[src/rtl/sync_fifo_prog.sv]
// Single-clock FIFO with live fill level, programmable almost-full/almost-empty thresholds
// and sticky overflow/underflow flags.
// Build option: define FIFO_FWFT_EN for first-word-fall-through reads (rdata shows the head
// word combinationally, rinc pops it); otherwise reads have one cycle of latency.
module sync_fifo_prog #(
  parameter int unsigned DATA_LINES = 8,
  parameter int unsigned ADDR_LINES = 4
) (
  input  logic                  clk,
  input  logic                  rst,
  input  logic                  winc,
  input  logic [DATA_LINES-1:0] wdata,
  input  logic                  rinc,
  output logic [DATA_LINES-1:0] rdata,
  output logic                  rvalid,
  input  logic [ADDR_LINES:0]   af_thresh,
  input  logic [ADDR_LINES:0]   ae_thresh,
  input  logic                  clr_err,
  output logic [ADDR_LINES:0]   level,
  output logic                  wfull,
  output logic                  rempty,
  output logic                  half_full,
  output logic                  half_empty,
  output logic                  almost_full,
  output logic                  almost_empty,
  output logic                  overflow,
  output logic                  underflow
);

  localparam int unsigned Depth = 2 ** ADDR_LINES;
  // DEPTH/2 expressed at level width
  localparam logic [ADDR_LINES:0] HalfLevel = {2'b01, {(ADDR_LINES - 1){1'b0}}};

  logic [DATA_LINES-1:0] mem [Depth];

  logic [ADDR_LINES:0] wptr_q, wptr_d;
  logic [ADDR_LINES:0] rptr_q, rptr_d;
  logic                overflow_q, overflow_d;
  logic                underflow_q, underflow_d;
  logic                wr_acc, rd_acc;

  // Status derived from registered pointers; MSB is the wrap bit
  always_comb begin
    level        = wptr_q - rptr_q;
    rempty       = (wptr_q == rptr_q);
    wfull        = (wptr_q[ADDR_LINES] != rptr_q[ADDR_LINES]) &&
                   (wptr_q[ADDR_LINES-1:0] == rptr_q[ADDR_LINES-1:0]);
    half_full    = (level >= HalfLevel);
    half_empty   = (level <= HalfLevel);
    almost_full  = (af_thresh != '0) && (level >= af_thresh);
    almost_empty = (level <= ae_thresh);
    overflow     = overflow_q;
    underflow    = underflow_q;
  end

  // Accept decisions, pointer advance and sticky error next-state
  always_comb begin
    wr_acc      = winc && !wfull;
    rd_acc      = rinc && !rempty;
    wptr_d      = wptr_q;
    rptr_d      = rptr_q;
    if (wr_acc) wptr_d = wptr_q + 1'b1;
    if (rd_acc) rptr_d = rptr_q + 1'b1;
    // A fresh error on the clearing edge keeps the flag set
    overflow_d  = (winc && wfull) || (overflow_q && !clr_err);
    underflow_d = (rinc && rempty) || (underflow_q && !clr_err);
  end

  // Pointer and error flag state
  always_ff @(posedge clk or negedge rst) begin
    if (!rst) begin
      wptr_q      <= '0;
      rptr_q      <= '0;
      overflow_q  <= 1'b0;
      underflow_q <= 1'b0;
    end else begin
      wptr_q      <= wptr_d;
      rptr_q      <= rptr_d;
      overflow_q  <= overflow_d;
      underflow_q <= underflow_d;
    end
  end

  // Storage array, deliberately not reset
  always_ff @(posedge clk) begin
    if (wr_acc) mem[wptr_q[ADDR_LINES-1:0]] <= wdata;
  end

`ifdef FIFO_FWFT_EN
  // Head word is always presented; rinc consumes it
  always_comb begin
    rdata  = mem[rptr_q[ADDR_LINES-1:0]];
    rvalid = !rempty;
  end
`else
  logic [DATA_LINES-1:0] rdata_q, rdata_d;
  logic                  rvalid_q, rvalid_d;

  // Registered read port: capture head on accepted read, otherwise hold data
  always_comb begin
    rdata_d  = rdata_q;
    rvalid_d = rd_acc;
    if (rd_acc) rdata_d = mem[rptr_q[ADDR_LINES-1:0]];
  end

  // Read data register
  always_ff @(posedge clk or negedge rst) begin
    if (!rst) begin
      rdata_q  <= '0;
      rvalid_q <= 1'b0;
    end else begin
      rdata_q  <= rdata_d;
      rvalid_q <= rvalid_d;
    end
  end

  // Drive read outputs from the registers
  always_comb begin
    rdata  = rdata_q;
    rvalid = rvalid_q;
  end
`endif

endmodule

[config.mk]
export PLATFORM = sky130hd
export DESIGN_NAME = sync_fifo_prog
export DESIGN_NICKNAME = d
export VERILOG_FILES = /design/src/rtl/sync_fifo_prog.sv
export SDC_FILE = /design/constraint.sdc
export NUM_CORES = 1
export LEC_CHECK = 0
export CORE_ASPECT_RATIO = 1.4
export CORE_MARGIN = 3
export CORE_UTILIZATION = 50
export CTS_BUF_LIST = sky130_fd_sc_hd__clkbuf_8
export DETAILED_ROUTE_END_ITERATION = 8
export PLACE_DENSITY = 0.72
export SYNTH_ARGS = -nofsm -noshare
export SYNTH_HDL_FRONTEND = slang
export SYNTH_SLANG_ARGS = --single-unit
[constraint.sdc]
create_clock -name clk -period 2.7 [get_ports clk]
set_clock_uncertainty 0.15 [all_clocks]
set_input_delay 0.54 -clock clk [delete_from_list [all_inputs] [get_ports clk]]
set_output_delay 0.54 -clock clk [all_outputs]
set_load 0.005 [all_outputs]
Word-level counts from Yosys, hierarchy flattened --
Memories as Yosys holds them, arrays and structs flattened. A register that Yosys moved wholly into a read port is not among the register bits. Index checks and enable logic that the tools add are counted.
Storage, ports and cells: register bits 13, bits in latches 0, memory bits (writable) 128, memory bits (read-only) 0, bits of input ports 23, output and inout port bits 22, logic and storage cells 33, memories kept 1
Memory list:
- mem | words 16, bits a word 8, read ports 1, clocked after memory_dff 1, write ports 1, RTL line 34 | logic [DATA_LINES-1:0] mem [Depth];
Operators by class: add/subtract/negate cells 3, multiply operators 0, div/mod/pow operators 0, $lt $le $gt $ge 4, equality and inequality tests 3, shift operators 0, muxes and demuxes 2, bitwise logic cells 0, reduce and logical (&&, ||, !) cells 15
Operator list (count):
- adder 5 x 1 -> 5 bit (second input constant) | 2
- logical AND 1 bit | 8
- == test 5 bit | 1
- >= comparator 5 x 4 -> 1 bit (second input constant) | 1
- >= comparator 5 bit | 1
- less-or-equal comparator 5 x 4 -> 1 bit (second input constant) | 1
- less-or-equal comparator 5 bit | 1
- nonzero test 5 bit | 1
- subtractor 5 bit | 1
- == test 4 bit | 1
- logical NOT 1 bit | 4
- logical OR 1 bit | 2
- 2-to-1 mux 1 bit | 2
- inequality test 1 bit | 1

Logic depth before layout (Yosys ltp) --
word-level depth 6, depth in mapped cells 11, gate-level depth less buffers 11

Least setup slack after synthesis --
Ideal clock, no wire load.
kind register -> output, start reg wptr_q[0], end out almost_empty, arrival 2.233 ns, setup slack -0.223 ns, cell stages (with the launch flop) 12, buffers on the path 0, path through dfrtp_1 -> inv_1 -> ha_1 -> inv_1 -> fa_1 -> a21o_1 -> a21oi_1 -> xnor2_1 -> ha_1 -> and4_1 -> nand2_1 -> o211ai_1
Between the ends: cells in the longest elaborated chain, start to end 2
Ends and longest elaborated chain:
- start, declared | RTL line 36 | logic [ADDR_LINES:0] wptr_q, wptr_d;
- start signal, assigned | RTL line 77 | wptr_q <= wptr_d;
- subtractor 5 bit | RTL line 44 | level = wptr_q - rptr_q;
- net level[4] | RTL line 19 | output logic [ADDR_LINES:0] level,
- less-or-equal comparator 5 bit | RTL line 51 | almost_empty = (level <= ae_thresh);
- end, declared | RTL line 25 | output logic almost_empty,
The timed path passes the listed nets, and every way through them passes these cells.

Final worst setup path --
start reg wptr_q[0], end out almost_full
Between the ends: cells in the longest elaborated chain, start to end 3
Ends and longest elaborated chain:
- subtractor 5 bit | RTL line 44
- >= comparator 5 bit | RTL line 50 | almost_full = (af_thresh != '0) && (level >= af_thresh);
- logical AND 1 bit | RTL line 50
- end, declared | RTL line 24 | output logic almost_full,
No other way between the ends.

==> run_results.csv <==
group,metric,value,unit
logic_synthesis,synth_edf_count,128,
drt,via_per_inst,5.62,
finish,area_growth,23.2,%
floorplanning,start_util,0.521,
critical_path,critical_path_class,"register to output pin",
clocking,clockRootBuffer,"clkbuf_8",
clocking,cts.sinks,149,
timing,finalHoldViolCount,0,
power,vdd_drop_max,0.898,mV
critical_path,cp.required,2010,ps
timing,rsz0062_at_grt,"true",
placement,dp_slack,-530,ps
drt,antenna_left,0,
power,p_per_area,1220,nW/um^2
critical_path,arrival,2590,ps
logic_synthesis,ys_seq_elements,149,
critical_path,cp_slowest_cell,"dfrtp_1",
logic_synthesis,syn-cell-area,6280,um^2
global_routing,antenna_found_initial,0,
drt,drt-wirelength-per-cell,20.3,um
clocking,cts_buffer_depth,2,
finish,final-instance-count-excl-fill,645,
clocking,h-tree-depth,4,
job,drv_cap,0,
power,clock_power_share,0.188,
clocking,clock_latency,440,ps
timing,worst_pin_slew,941,ps
critical_path,worst_setup_path_end_kind,"output pin",
global_routing,grt_max_degree,52,
clocking,cts_tree,"yes",
timing,slew_headroom,0.373,
floorplanning,io_pins,45,
min_path,hold_class,"primary input to asynchronous set/reset pin",
finish,nNetsFinal,528,
power,p_int,6150,uW
logic_synthesis,avgSynthCellArea,16.5,um^2
placement,gp_congestion,0.811,
logic_synthesis,ys.flop_type,"edfxtp_1",
power,switching_power,3250,uW
floorplanning,dieArea,14000,um^2
drt,drt-total-wl,13.1,mm
power,seq_power_share,0.318,
drt,vias,3627,
logic_synthesis,ys_warn_count,0,
critical_path,crit_path_start_kind,"register",
timing,hold_ws,296,ps
logic_synthesis,netlist_instances,380,
global_routing,grt_pass1_vias,3764,
global_routing,grt_pass1_wl,20.5,mm
timing,finalSetupViolCount,5,
floorplanning,die_h,139,um
placement,io_buffers,44,
timing,slew_viol_final,0,
critical_path,max_stage_delay,400,ps
clocking,clkTransAtPathRegs,90,ps
logic_synthesis,async_reset_ff_frac,0.141,
drt,firstDrtPassIters,4,
finish,antennaDiodeCount,0,
status,status,"complete, but fails checks",
floorplanning,die_w,101,um
drt,drc_errors,0,
power,netSwitchingFraction,0.346,
floorplanning,core_region_area,12100,um^2
critical_path,crit_path_max_fanout,3,
finish,drive_above_1_share,0.269,
logic_synthesis,syn_nets,423,
clocking,cts_buffers,17,
floorplanning,rows,47,
timing,fin_crit_sh,1.22,
power,power_leakage,0.00289,uW
critical_path,path_cells,"inv_2, ha_4, inv_2, fa_2, a21o_1, a21oi_2, xnor2_2, buf_4, ha_4, o22ai_2, a21oi_1, buf_2",
placement,dp_hpwl,8.84,mm
timing,setup_slack,-585,ps
global_routing,grt_usage,0.201,
logic_synthesis,synth_cell_type_count,40,
placement,dpl.cell_count,603,
logic_synthesis,ys_seq_area_frac,0.696,
timing,finalCriticalPeriod,3280,ps
global_routing,grt_overflow,0,
power,combPwrFrac,0.494,
status,violations,"negative setup slack",
timing,fmax,304,MHz
drt,drt_iter0_drc,278,
clocking,ctsHoldBuffers,0,
[cell usage in the layout, fill, tap and decap left out, types with 10 or more instances in the layout]
cell type,instances
nor2_1,15
clkdlybuf4s50_1,34
o22ai_1,16
mux2i_1,32
clkbuf_8,17
ha_1,16
edfxtp_1,128
dfrtp_1,20
nor3_1,12
buf_4,48
mux4_2,16
inv_1,18
a21oi_1,10
[kinds of logic (layout without fill, tap and decap cells)]
family	Yosys count	count (layout)	share of synthesized area
xor gates and xnor gates	13	13	0.0181
adders and majority gates	20	20	0.0411
and+or+nand+nor	66	66	0.0554
DFF	149	149	0.696
buffers and inverters	35	153	0.0317
muxes	48	48	0.108
AOI/OAI and AO/OA	49	49	0.0490
[metrics by stage]
step                      instance area, um^2  power, uW  setup TNS [ps]  utilization
after floorplan                          6290       5370            -373            -
after global placement                   7170       7100           -1570        0.595
after detailed placement                 7170       7220           -1770        0.595
after CTS                                7710       9320           -2530        0.639
after global routing                     7730      10000           -2890        0.642
final                                    7730       9410           -2300        0.642
[critical path, delay by kind of cell, from the launching register on]
kind / cells / cell delay [ps]
fa+ha+maj: 3 / 660
compound gates: 4 / 520
buf+inv: 4 / 420
flops: 1 / 400
xor+xnor: 1 / 150
[area by class of cell]
class,count,area (um^2)
flip-flops and latches,149,4370
fillers,855,4320
multi-input cells,196,1810
repair buffers,98,871
clock buffers,17,234
well taps,147,184
clock inverters,15,179
inverters,23,86.3
[power groups by stage]
stage	clock network, uW	registers (uW)	logic (uW)
after CTS	1790	2990	4540
after global placement	0	3020	4080
final	1770	2990	4640
after floorplan	0	3060	2320
after global routing	1910	3030	5080
after detailed placement	0	3040	4180
[cells in the mapped netlist (2+ instances only)]
cell | instances | area [um^2]
inv_1 | 22 | 82.6
nand3_1 | 5 | 25.0
and3_1 | 4 | 25.0
o22ai_1 | 17 | 106
nor3_1 | 12 | 60.1
and2_1 | 4 | 25.0
mux4_2 | 16 | 360
mux2i_1 | 32 | 320
a21o_1 | 2 | 15.0
xor2_1 | 2 | 17.5
nor2_1 | 16 | 60.1
o21ai_0 | 5 | 25.0
edfxtp_1 | 128 | 3840
nor2b_1 | 2 | 12.5
a22oi_1 | 8 | 60.1
nand4_1 | 6 | 37.5
ha_1 | 19 | 238
dfrtp_1 | 21 | 526
clkbuf_1 | 2 | 7.51
xnor2_1 | 11 | 96.3
a21oi_1 | 13 | 65.1
buf_6 | 6 | 67.6
buf_2 | 2 | 10.0
nand2_1 | 9 | 33.8
[sequential cells by signal, indices dropped and copies added, names as in the netlist]
name / count
rvalid: 1
mem: 128
overflow: 1
wptr_q: 5
rptr_q: 5
rdata: 8
underflow: 1
[metal layers]
| metal | vias to the layer above | global-route usage | part of all wire |
|---|---|---|---|
| met4 | 0 | 0.0688 | 0.016 |
| met5 | - | 0 | 0 |
| met3 | 16 | 0.0367 | 0.055 |
| met1 | 1813 | 0.253 | 0.38 |
| met2 | 119 | 0.345 | 0.54 |
| li1 | 1679 | - | - |
[final timing paths]
| kind | start | end | slack [ps] | depth (start not counted) |
|---|---|---|---|---|
| max | wptr_q[0] | almost_full | -580 | 12 |
| min | rst | wptr_q[0] | 300 | 2 |
| max reg2reg | rptr_q[2] | mem[2][5] | 210 | 10 |
| min reg2reg | underflow | underflow | 380 | 2 |
| max in group asynchronous | rst | rptr_q[0] | 1860 | 2 |
| min in group clk | underflow | underflow | 380 | 2 |
[what timing repair did]
| item | in CTS | in global routing |
|---|---|---|
| buffers inserted | 7 | 4 |
| pin swaps | 14 | 8 |
| resized for setup | 51 | 8 |
| setup endpoints to repair | 26 | 16 |
| cloned | 0 | 0 |
Note: power is estimated with default switching activity, not from simulation.
